File: src/rtl/alu_pkg.sv
`default_nettype none
// ============================================================================
// alu_pkg : opcode enum, datapath widths and the shared ALU compute function.
// Rev 1.0
// ============================================================================
package alu_pkg;

  localparam int ALU_OPW  = 8;
  localparam int ALU_RESW = 16;

  typedef enum logic [2:0] {
    ALU_ADD = 3'd0,
    ALU_SUB = 3'd1,
    ALU_MUL = 3'd2,
    ALU_AND = 3'd3,
    ALU_OR  = 3'd4,
    ALU_XOR = 3'd5,
    ALU_SHL = 3'd6,
    ALU_SHR = 3'd7
  } alu_op_e;

  // Operands are zero-extended; every result wraps modulo 2^16.
  function automatic logic [ALU_RESW-1:0] alu_compute(
    input alu_op_e              op,
    input logic [ALU_OPW-1:0]   a,
    input logic [ALU_OPW-1:0]   b
  );
    logic [ALU_RESW-1:0] ea;
    logic [ALU_RESW-1:0] eb;
    logic [ALU_RESW-1:0] r;
    ea = {{(ALU_RESW-ALU_OPW){1'b0}}, a};
    eb = {{(ALU_RESW-ALU_OPW){1'b0}}, b};
    r  = '0;
    case (op)
      ALU_ADD: r = ea + eb;
      ALU_SUB: r = ea - eb;
      ALU_MUL: r = ea * eb;
      ALU_AND: r = ea & eb;
      ALU_OR:  r = ea | eb;
      ALU_XOR: r = ea ^ eb;
      ALU_SHL: r = ea << b[3:0];
      ALU_SHR: r = ea >> b[2:0];
    endcase
    return r;
  endfunction

endpackage
`default_nettype wire

File: src/rtl/alu_resp_fifo.sv
`default_nettype none
// ============================================================================
// alu_resp_fifo : synchronous FIFO with push, pop, occupancy count and head data.
// Rev 1.0
// ============================================================================
module alu_resp_fifo #(
  parameter int DATA_W = 16,
  parameter int DEPTH  = 4
) (
  input  logic                       clk,
  input  logic                       rst_n,
  input  logic                       push,
  input  logic [DATA_W-1:0]          push_data,
  input  logic                       pop,
  output logic [DATA_W-1:0]          head_data,
  output logic [$clog2(DEPTH+1)-1:0] count
);

  localparam int C_PTR_W = $clog2(DEPTH);
  localparam int C_CNT_W = $clog2(DEPTH + 1);

  logic [DATA_W-1:0]  r_mem [DEPTH];
  logic [C_PTR_W-1:0] r_wr_ptr;
  logic [C_PTR_W-1:0] r_rd_ptr;
  logic [C_CNT_W-1:0] r_count;

  // DEPTH is a power of two, so pointers wrap naturally.
  always_ff @(posedge clk or negedge rst_n) begin
    if (!rst_n) begin
      r_wr_ptr <= '0;
      r_rd_ptr <= '0;
      r_count  <= '0;
    end else begin
      if (push) r_wr_ptr <= r_wr_ptr + C_PTR_W'(1);
      if (pop)  r_rd_ptr <= r_rd_ptr + C_PTR_W'(1);
      case ({push, pop})
        2'b10:   r_count <= r_count + C_CNT_W'(1);
        2'b01:   r_count <= r_count - C_CNT_W'(1);
        default: r_count <= r_count;
      endcase
    end
  end

  always_ff @(posedge clk) begin
    if (push) r_mem[r_wr_ptr] <= push_data;
  end

  assign head_data = r_mem[r_rd_ptr];
  assign count     = r_count;

endmodule
`default_nettype wire

File: src/rtl/alu_pipe.sv
`default_nettype none
// ============================================================================
// alu_pipe : pipelined 8-bit ALU, credit-gated request channel, response FIFO.
//   Define ALU_STATS_EN to add request/response handshake counters.
// Rev 1.0
// ============================================================================
module alu_pipe
  import alu_pkg::*;
#(
  parameter int FIFO_DEPTH = 4
) (
  input  logic                clk,
  input  logic                rst_n,
  input  logic                req_valid,
  output logic                req_ready,
  input  logic [2:0]          req_op,
  input  logic [ALU_OPW-1:0]  req_op1,
  input  logic [ALU_OPW-1:0]  req_op2,
  output logic                resp_valid,
  input  logic                resp_ready,
  output logic [ALU_RESW-1:0] resp_result
`ifdef ALU_STATS_EN
  ,
  output logic [15:0]         stat_req_cnt,
  output logic [15:0]         stat_resp_cnt
`endif
);

  localparam int               C_CNT_W = $clog2(FIFO_DEPTH + 1);
  localparam logic [C_CNT_W:0] C_DEPTH = (C_CNT_W + 1)'(FIFO_DEPTH);

  logic                r_run;
  logic                r_stage_valid;
  logic [ALU_RESW-1:0] r_stage_data;
  logic [ALU_RESW-1:0] r_last_result;
  logic [C_CNT_W-1:0]  w_count;
  logic [C_CNT_W:0]    w_occ;
  logic [ALU_RESW-1:0] w_head;
  logic                w_accept;
  logic                w_pop;

  // Credit is derived from registered state only, so a pop frees a slot next cycle.
  assign w_occ       = {1'b0, w_count} + {{C_CNT_W{1'b0}}, r_stage_valid};
  assign req_ready   = r_run && (w_occ < C_DEPTH);
  assign w_accept    = req_valid && req_ready;
  assign resp_valid  = (w_count != '0);
  assign w_pop       = resp_valid && resp_ready;
  assign resp_result = resp_valid ? w_head : r_last_result;

  always_ff @(posedge clk or negedge rst_n) begin
    if (!rst_n) begin
      r_run         <= 1'b0;
      r_stage_valid <= 1'b0;
      r_stage_data  <= '0;
      r_last_result <= '0;
    end else begin
      r_run         <= 1'b1;
      r_stage_valid <= w_accept;
      if (w_accept) r_stage_data <= alu_compute(alu_op_e'(req_op), req_op1, req_op2);
      if (w_pop)    r_last_result <= w_head;
    end
  end

  alu_resp_fifo #(
    .DATA_W (ALU_RESW),
    .DEPTH  (FIFO_DEPTH)
  ) u_resp_fifo (
    .clk       (clk),
    .rst_n     (rst_n),
    .push      (r_stage_valid),
    .push_data (r_stage_data),
    .pop       (w_pop),
    .head_data (w_head),
    .count     (w_count)
  );

`ifdef ALU_STATS_EN
  logic [15:0] r_stat_req;
  logic [15:0] r_stat_resp;

  always_ff @(posedge clk or negedge rst_n) begin
    if (!rst_n) begin
      r_stat_req  <= '0;
      r_stat_resp <= '0;
    end else begin
      if (w_accept) r_stat_req  <= r_stat_req + 16'd1;
      if (w_pop)    r_stat_resp <= r_stat_resp + 16'd1;
    end
  end

  assign stat_req_cnt  = r_stat_req;
  assign stat_resp_cnt = r_stat_resp;
`endif

endmodule
`default_nettype wire

File: config.mk
export PLATFORM = sky130hd
export DESIGN_NAME = alu_pipe
export DESIGN_NICKNAME = d
export VERILOG_FILES = /design/src/rtl/alu_pkg.sv /design/src/rtl/alu_resp_fifo.sv /design/src/rtl/alu_pipe.sv
export SDC_FILE = /design/constraint.sdc
export NUM_CORES = 1
export LEC_CHECK = 0
export CORE_AREA = 2 2 138 140
export CTS_BUF_LIST = sky130_fd_sc_hd__clkbuf_2
export CTS_CLUSTER_DIAMETER = 120
export DETAILED_ROUTE_END_ITERATION = 10
export DIE_AREA = 0 0 140 142
export DONT_BUFFER_PORTS = 1
export SYNTH_ARGS = -nofsm -noshare
export SYNTH_HDL_FRONTEND = slang
export SYNTH_SLANG_ARGS = --single-unit
export TNS_END_PERCENT = 1
File: constraint.sdc
create_clock -name clk -period 5.55 [get_ports clk]
set_clock_uncertainty 0.1 [all_clocks]
set_input_delay 1.665 -clock clk [delete_from_list [all_inputs] [get_ports clk]]
set_output_delay 1.665 -clock clk [all_outputs]
set_load 0.05 [all_outputs]
==> Word-level counts from Yosys, hierarchy flattened <==
Memory sizes are Yosys's and may differ from the RTL's.
Index checks and enable logic that the tools add are counted.
{ "op_classes": {"order_cmp": 1, "addsub": 7, "reduce_logical": 6, "shift": 2, "bitwise_logic": 3, "n_mul": 1, "n_eq_ne": 9, "muxes": 5} }
{ "op_table": {"columns": ["operator", "count"], "rows": [
  ["$pmux W16 S8", 1],
  ["$mul A8 B8 Y16", 1],
  ["$mux W16", 1],
  ["$shl A8 B4 Y16", 1],
  ["$shr A8 B3 Y16", 1],
  ["$eq A3 B3 Y1 const B", 4],
  ["$add A8 B8 Y9", 1],
  ["$sub A8 B8 Y9", 1],
  ["$and A8 B8 Y8", 1],
  ["$or A8 B8 Y8", 1],
  ["$xor A8 B8 Y8", 1],
  ["$eq A3 B2 Y1 const B", 2],
  ["$pmux W3 S2", 1],
  ["$add A2 B1 Y2 const B", 2],
  ["$add A3 B1 Y4", 1],
  ["$lt A4 B3 Y1 const B", 1],
  ["$add A3 B1 Y3 const B", 1],
  ["$eq A3 B1 Y1 const B", 1],
  ["$logic_and A1 B1 Y1", 3],
  ["$logic_not A3 Y1", 1],
  ["$reduce_bool A3 Y1", 1],
  ["$sub A3 B1 Y3 const B", 1],
  ["$eq A2 B1 Y1 const B", 1],
  ["$eq A2 B2 Y1 const B", 1],
  ["other kinds (2)", 3]
]} }
{ "word_totals": {"ff_bits": 41, "elab_cells": 42, "memories": 1, "ramBits": 64, "in_bits": 23} }
{ "mem_list": {"columns": ["name", "words", "word_bits", "rd", "rd_ports_with_merged_regs", "write_ports", "line_no", "rtl"], "rows": [
  ["u_resp_fifo.r_mem", 4, 16, 1, 0, 1, "alu_resp_fifo.sv:22", "logic [DATA_W-1:0] r_mem [DEPTH];"]
]} }

==> Longest topological paths before layout <==
{ "depth": {"word_depth": 4, "mapped_depth": 17, "mapped_depth_nobuf": 17} }

==> By module <==
Synthesis repeated with hierarchy kept, for this count alone.
{ "unflattened": {"hier_cells": 755, "area_unflattened_um2": 8164.1} }
{ "by_module_without_submodules": {"columns": ["module", "instances", "area_each_um2", "cells_each"], "rows": [
  ["alu_pipe", 1, 5426.5, 637],
  ["alu_resp_fifo", 1, 2737.6, 118]
]} }

==> Worst setup path before layout <==
Ideal clock, no wire load.
{ "synth_path": {"kind": "input -> register", "startpoint": "input req_op2[2]", "endpoint": "register r_stage_data[13]", "n_path_buf": 2, "arrival_time_ps": 5920, "cell_stages": 17, "setup_time_ps": 82, "path_slack_ps": -552, "required_time_ps": 5368, "path_cell_list": "buf_2 > inv_1 > buf_1 > nor2_1 > fa_1 > fa_1 > fa_1 > inv_1 > fa_1 > inv_1 > ha_1 > a211oi_1 > nor3b_1 > a211o_1 > a21o_1 > mux2_1 > a31oi_1"} }
{ "synth_between": {"elab_chain_len": 2, "word_cells_on_any_way": 5, "cone_classes": "add/sub: 1; mul: 1; shift: 2; mux: 1"} }
{ "synth_rtl": {"columns": ["element", "line_no", "rtl"], "rows": [
  ["from (decl)", "alu_pipe.sv:18", "input logic [ALU_OPW-1:0] req_op2,"],
  ["$mul A8 B8 Y16 (tied with other cells)", "alu_pkg.sv:37", "ALU_MUL: r = ea * eb;"],
  ["$pmux W16 S8 *", "alu_pkg.sv:34", "case (op)"],
  ["to (signal assigned)", "alu_pipe.sv:59", "if (w_accept) r_stage_data <= alu_compute(alu_op_e'(req_op), req_op1, req_op2);"],
  ["to (decl)", "alu_pipe.sv:34", "logic [ALU_RESW-1:0] r_stage_data;"]
]} }
Mark *: on every way between the ends. The rest lies on a longest branch, timed or not.
A chain may end at the register's enable or synchronous reset.

==> Final worst setup path <==
{ "layout_path": {"startpoint": "input req_op2[4]", "endpoint": "register r_stage_data[13]"} }
{ "layout_between": {"elab_chain_len": 2, "word_cells_on_any_way": 3, "cone_classes": "add/sub: 1; mul: 1; mux: 1"} }
{ "layout_rtl": {"columns": ["element", "line_no"], "rows": [
  ["$mul A8 B8 Y16 or $sub A8 B8 Y9 (tied branches)", "alu_pkg.sv:37, alu_pkg.sv:36"],
  ["$pmux W16 S8 *", "alu_pkg.sv:34"]
]} }
Marks and branches as above.

==> summary.md <==
| Metric | Value |
|---|---|
| I/O Pins | 41 |
| CP Launch Type | input port |
| Global-route wire length before repair | 32,700 um |
| Num rows | 50 |
| Top cell type's share of synthesized area | 23.7% |
| CTS sink cnt | 105 |
| Clock Latency Late Sink | 0.58 ns |
| Initial antenna violation count | 1 |
| GR Util All Layers | 21.3% |
| Synth async-reset ratio | 39.0% |
| Vias in the first global route | 5,970 |
| Vias/cell | 5.78 |
| Drt wl/cell | 20.4 um |
| Power density over cell area | 400 nW/um^2 |
| H-Tree Level Count | 3 |
| 1st-pass router iterations | 8 |
| GRT overflow | 0 |
| Routed wire length | 20,500 um |
| Die height | 142 um |
| IO buf count | 0 |
| Cells after Synth | 752 |
| Post-synthesis sequential area ratio | 36.4% |
| Worst setup EP type | flip-flop |
| GP Congestion | 0.977 |
| Final Power | 3.47 mW |
| Post-route setup slack | 0.538 ns |
| Hold Vio Cnt, Final | 0 |
| Critical Path RT | 5.98 ns |
| WP data arrival | 5.44 ns |
| Starting Density | 43.9% |
| CTS root buf | clkbuf_2 |
| Failing checks | design-rule violations |
| Commonest non-fill, non-tap cell in the layout | inv_1 |
| Initial drt markers | 464 |
| Crit Path Class | in -> reg |
| Synth Cell Area | 8100 um^2 |
| Die X | 140 um |
| Avg Inst Size Synth | 10.8 um^2 |
| Vias | 5,806 |
| Max capacitance violation total | 0 |
| Status | finished, violations left |
| Placed wire-length estimate | 16,100 um |
| Non-filler cells, final | 1,005 |
| Peak supply drop | 0.000172 V |
| Number of synthesized flops with an enable pin | 64 |
| CTS tree | yes |
| CTS max path bufs | 2 |
| Hold-fix buffers, CTS | 0 |
| DRC viols | 5 |
| FF-to-FF path depth | 9 |
| Leakage | 3.65 nW |
| Area growth syn-to-layout | 7.24% |
| Worst hold margin | 0.418 ns |
| Filler instances | 1,737 |
| Fin util | 47.1% |
| Worst reg2reg setup slack | 2.34 ns |
| Core Region | 18,500 um^2 |
| Post-layout net count | 893 |
| Top post-synthesis cells by area | edfxtp_1 (24%), dfrtp_1 (13%), ha_1 (10%), fa_1 (9.6%), mux4_2 (4.7%) |
| Worst-Margin Slew | 1.17 ns |
| Worst hold path depth | 1 |
| Worst Path Max Fanout | 5 |
| Synth area leader | edfxtp_1 |
| Slew headroom | 22.3% |
| Num CTS Buffers | 9 |
| Hold/Removal Path Class | reg -> reg |
| Die area | 19,900 um^2 |
| Post-CTS setup buffer count | 0 |
| ANT nets after route | 0 |
| Flops & latches, synth | 105 |
| Syn nets | 880 |
| Fin crit period | 5.01 ns |
| CTS resizes | 0 |
| Tcrit/Tclk final | 90.3% |
| Finished Cell Area | 8690 um^2 |
| Pin count of the biggest net entering global routing | 42 |
| RSZ-0062 raised after global routing | no |
| Final count of pins violating max slew | 0 |
| Final setup fails | 0 |
| Synth Flop Type | edfxtp_1 |
| Most frequent cells in the layout | inv_1 (80), nor2_1 (65), edfxtp_1 (64) |
| Layout cells sized above 1 | 16.4% |
| Placed Area | 8560 um^2 |
| Setup TNS | 0 ns |
| Ys Warns | 0 |
| Clock Pin Slew Worst Setup and Hold Paths | 0.28 ns |
| Library cells used by synthesis | 65 |
| Placed Cells | 988 |
| Fmax | 0.200 GHz |
| Worst slack, placed | -0.0401 ns |
==> kinds of logic (layout without fill, tap and decap cells) <==
logic type | Yosys count | after routing | share of synthesized area, %
AND/OR/NAND/NOR | 184 | 184 | 10.5
AO/OA/AOI/OAI | 130 | 130 | 10.9
buffers and inverters | 125 | 143 | 6.47
adder cells (fa/ha/maj) | 105 | 105 | 19.8
flip-flops | 105 | 105 | 36.4
multiplexers | 76 | 76 | 13.0
XOR/XNOR | 26 | 26 | 2.81
other | 1 | 2 | 0.0463
==> final timing paths <==
kind	end	from
worst min register to register	r_last_result[0]$_DFFE_PN0P_	r_last_result[0]$_DFFE_PN0P_
min in group asynchronous	r_run$_DFF_PN0_	rst_n
worst max-delay path	r_stage_data[13]$_DFFE_PN0P_	req_op2[4]
max in group asynchronous	u_resp_fifo.r_rd_ptr[1]$_DFFE_PN0P_	rst_n
worst min-delay path	r_last_result[0]$_DFFE_PN0P_	r_last_result[0]$_DFFE_PN0P_
worst max register to register	u_resp_fifo.count[2]$_DFFE_PN0P_	u_resp_fifo.count[0]$_DFFE_PN0P_
==> layout make-up <==
class / count / area [um^2] / area share, %
timing repair buffer: 39 / 293 / 3.37
clock inverter: 7 / 78.8 / 0.907
antenna: 1 / 2.50 / 0.0288
sequential: 105 / 2950 / 33.9
multi-input combinational: 522 / 4690 / 54.0
tap: 234 / 293 / 3.37
inverter: 88 / 335 / 3.86
clock buffer: 9 / 45.0 / 0.518
==> power breakdown <==
group / switching (mW) / internal, mW
combinational: 1.06 / 0.786
clock: 0.248 / 0.109
sequential: 0.192 / 1.08
==> critical path, cell delays in order <==
cell,delay (ns)
inv_1,0.06
nor2_1,0.26
fa_1,0.49
fa_1,0.49
fa_1,0.49
inv_1,0.05
fa_1,0.49
inv_2,0.05
ha_4,0.22
a211oi_2,0.24
nor3b_2,0.08
a211o_1,0.27
a21o_1,0.16
mux2_1,0.31
a31oi_1,0.12
==> synthesized netlist by cell type, types with 12 or more instances <==
library cell / instances
nand2_1: 54
mux2_2: 21
buf_2: 14
clkbuf_1: 12
ha_1: 66
inv_1: 84
xnor2_1: 13
nor2_1: 67
mux4_2: 17
xor2_1: 13
dfrtp_1: 41
a21oi_1: 24
and2_1: 13
o21ai_0: 22
mux2i_1: 19
fa_1: 39
edfxtp_1: 64
==> sequential cells by signal, summed over array words and instances (netlist names) <==
name,flops
u_resp_fifo.r_rd_ptr,2
r_last_result,16
r_stage_data,16
r_run,1
u_resp_fifo.count,3
u_resp_fifo.r_mem,64
u_resp_fifo.r_wr_ptr,2
r_stage_valid,1
==> per-layer routing <==
layer | global-route usage [%] | vias to the layer above | routed length [um]
met3 | 2.86 | 49 | 1250
met2 | 35.9 | 229 | 9770
met1 | 28.1 | 2851 | 8860
met4 | 8.35 | 0 | 652
met5 | 0 | - | 0
li1 | - | 2677 | -
Power figures use the tool's default switching activity.
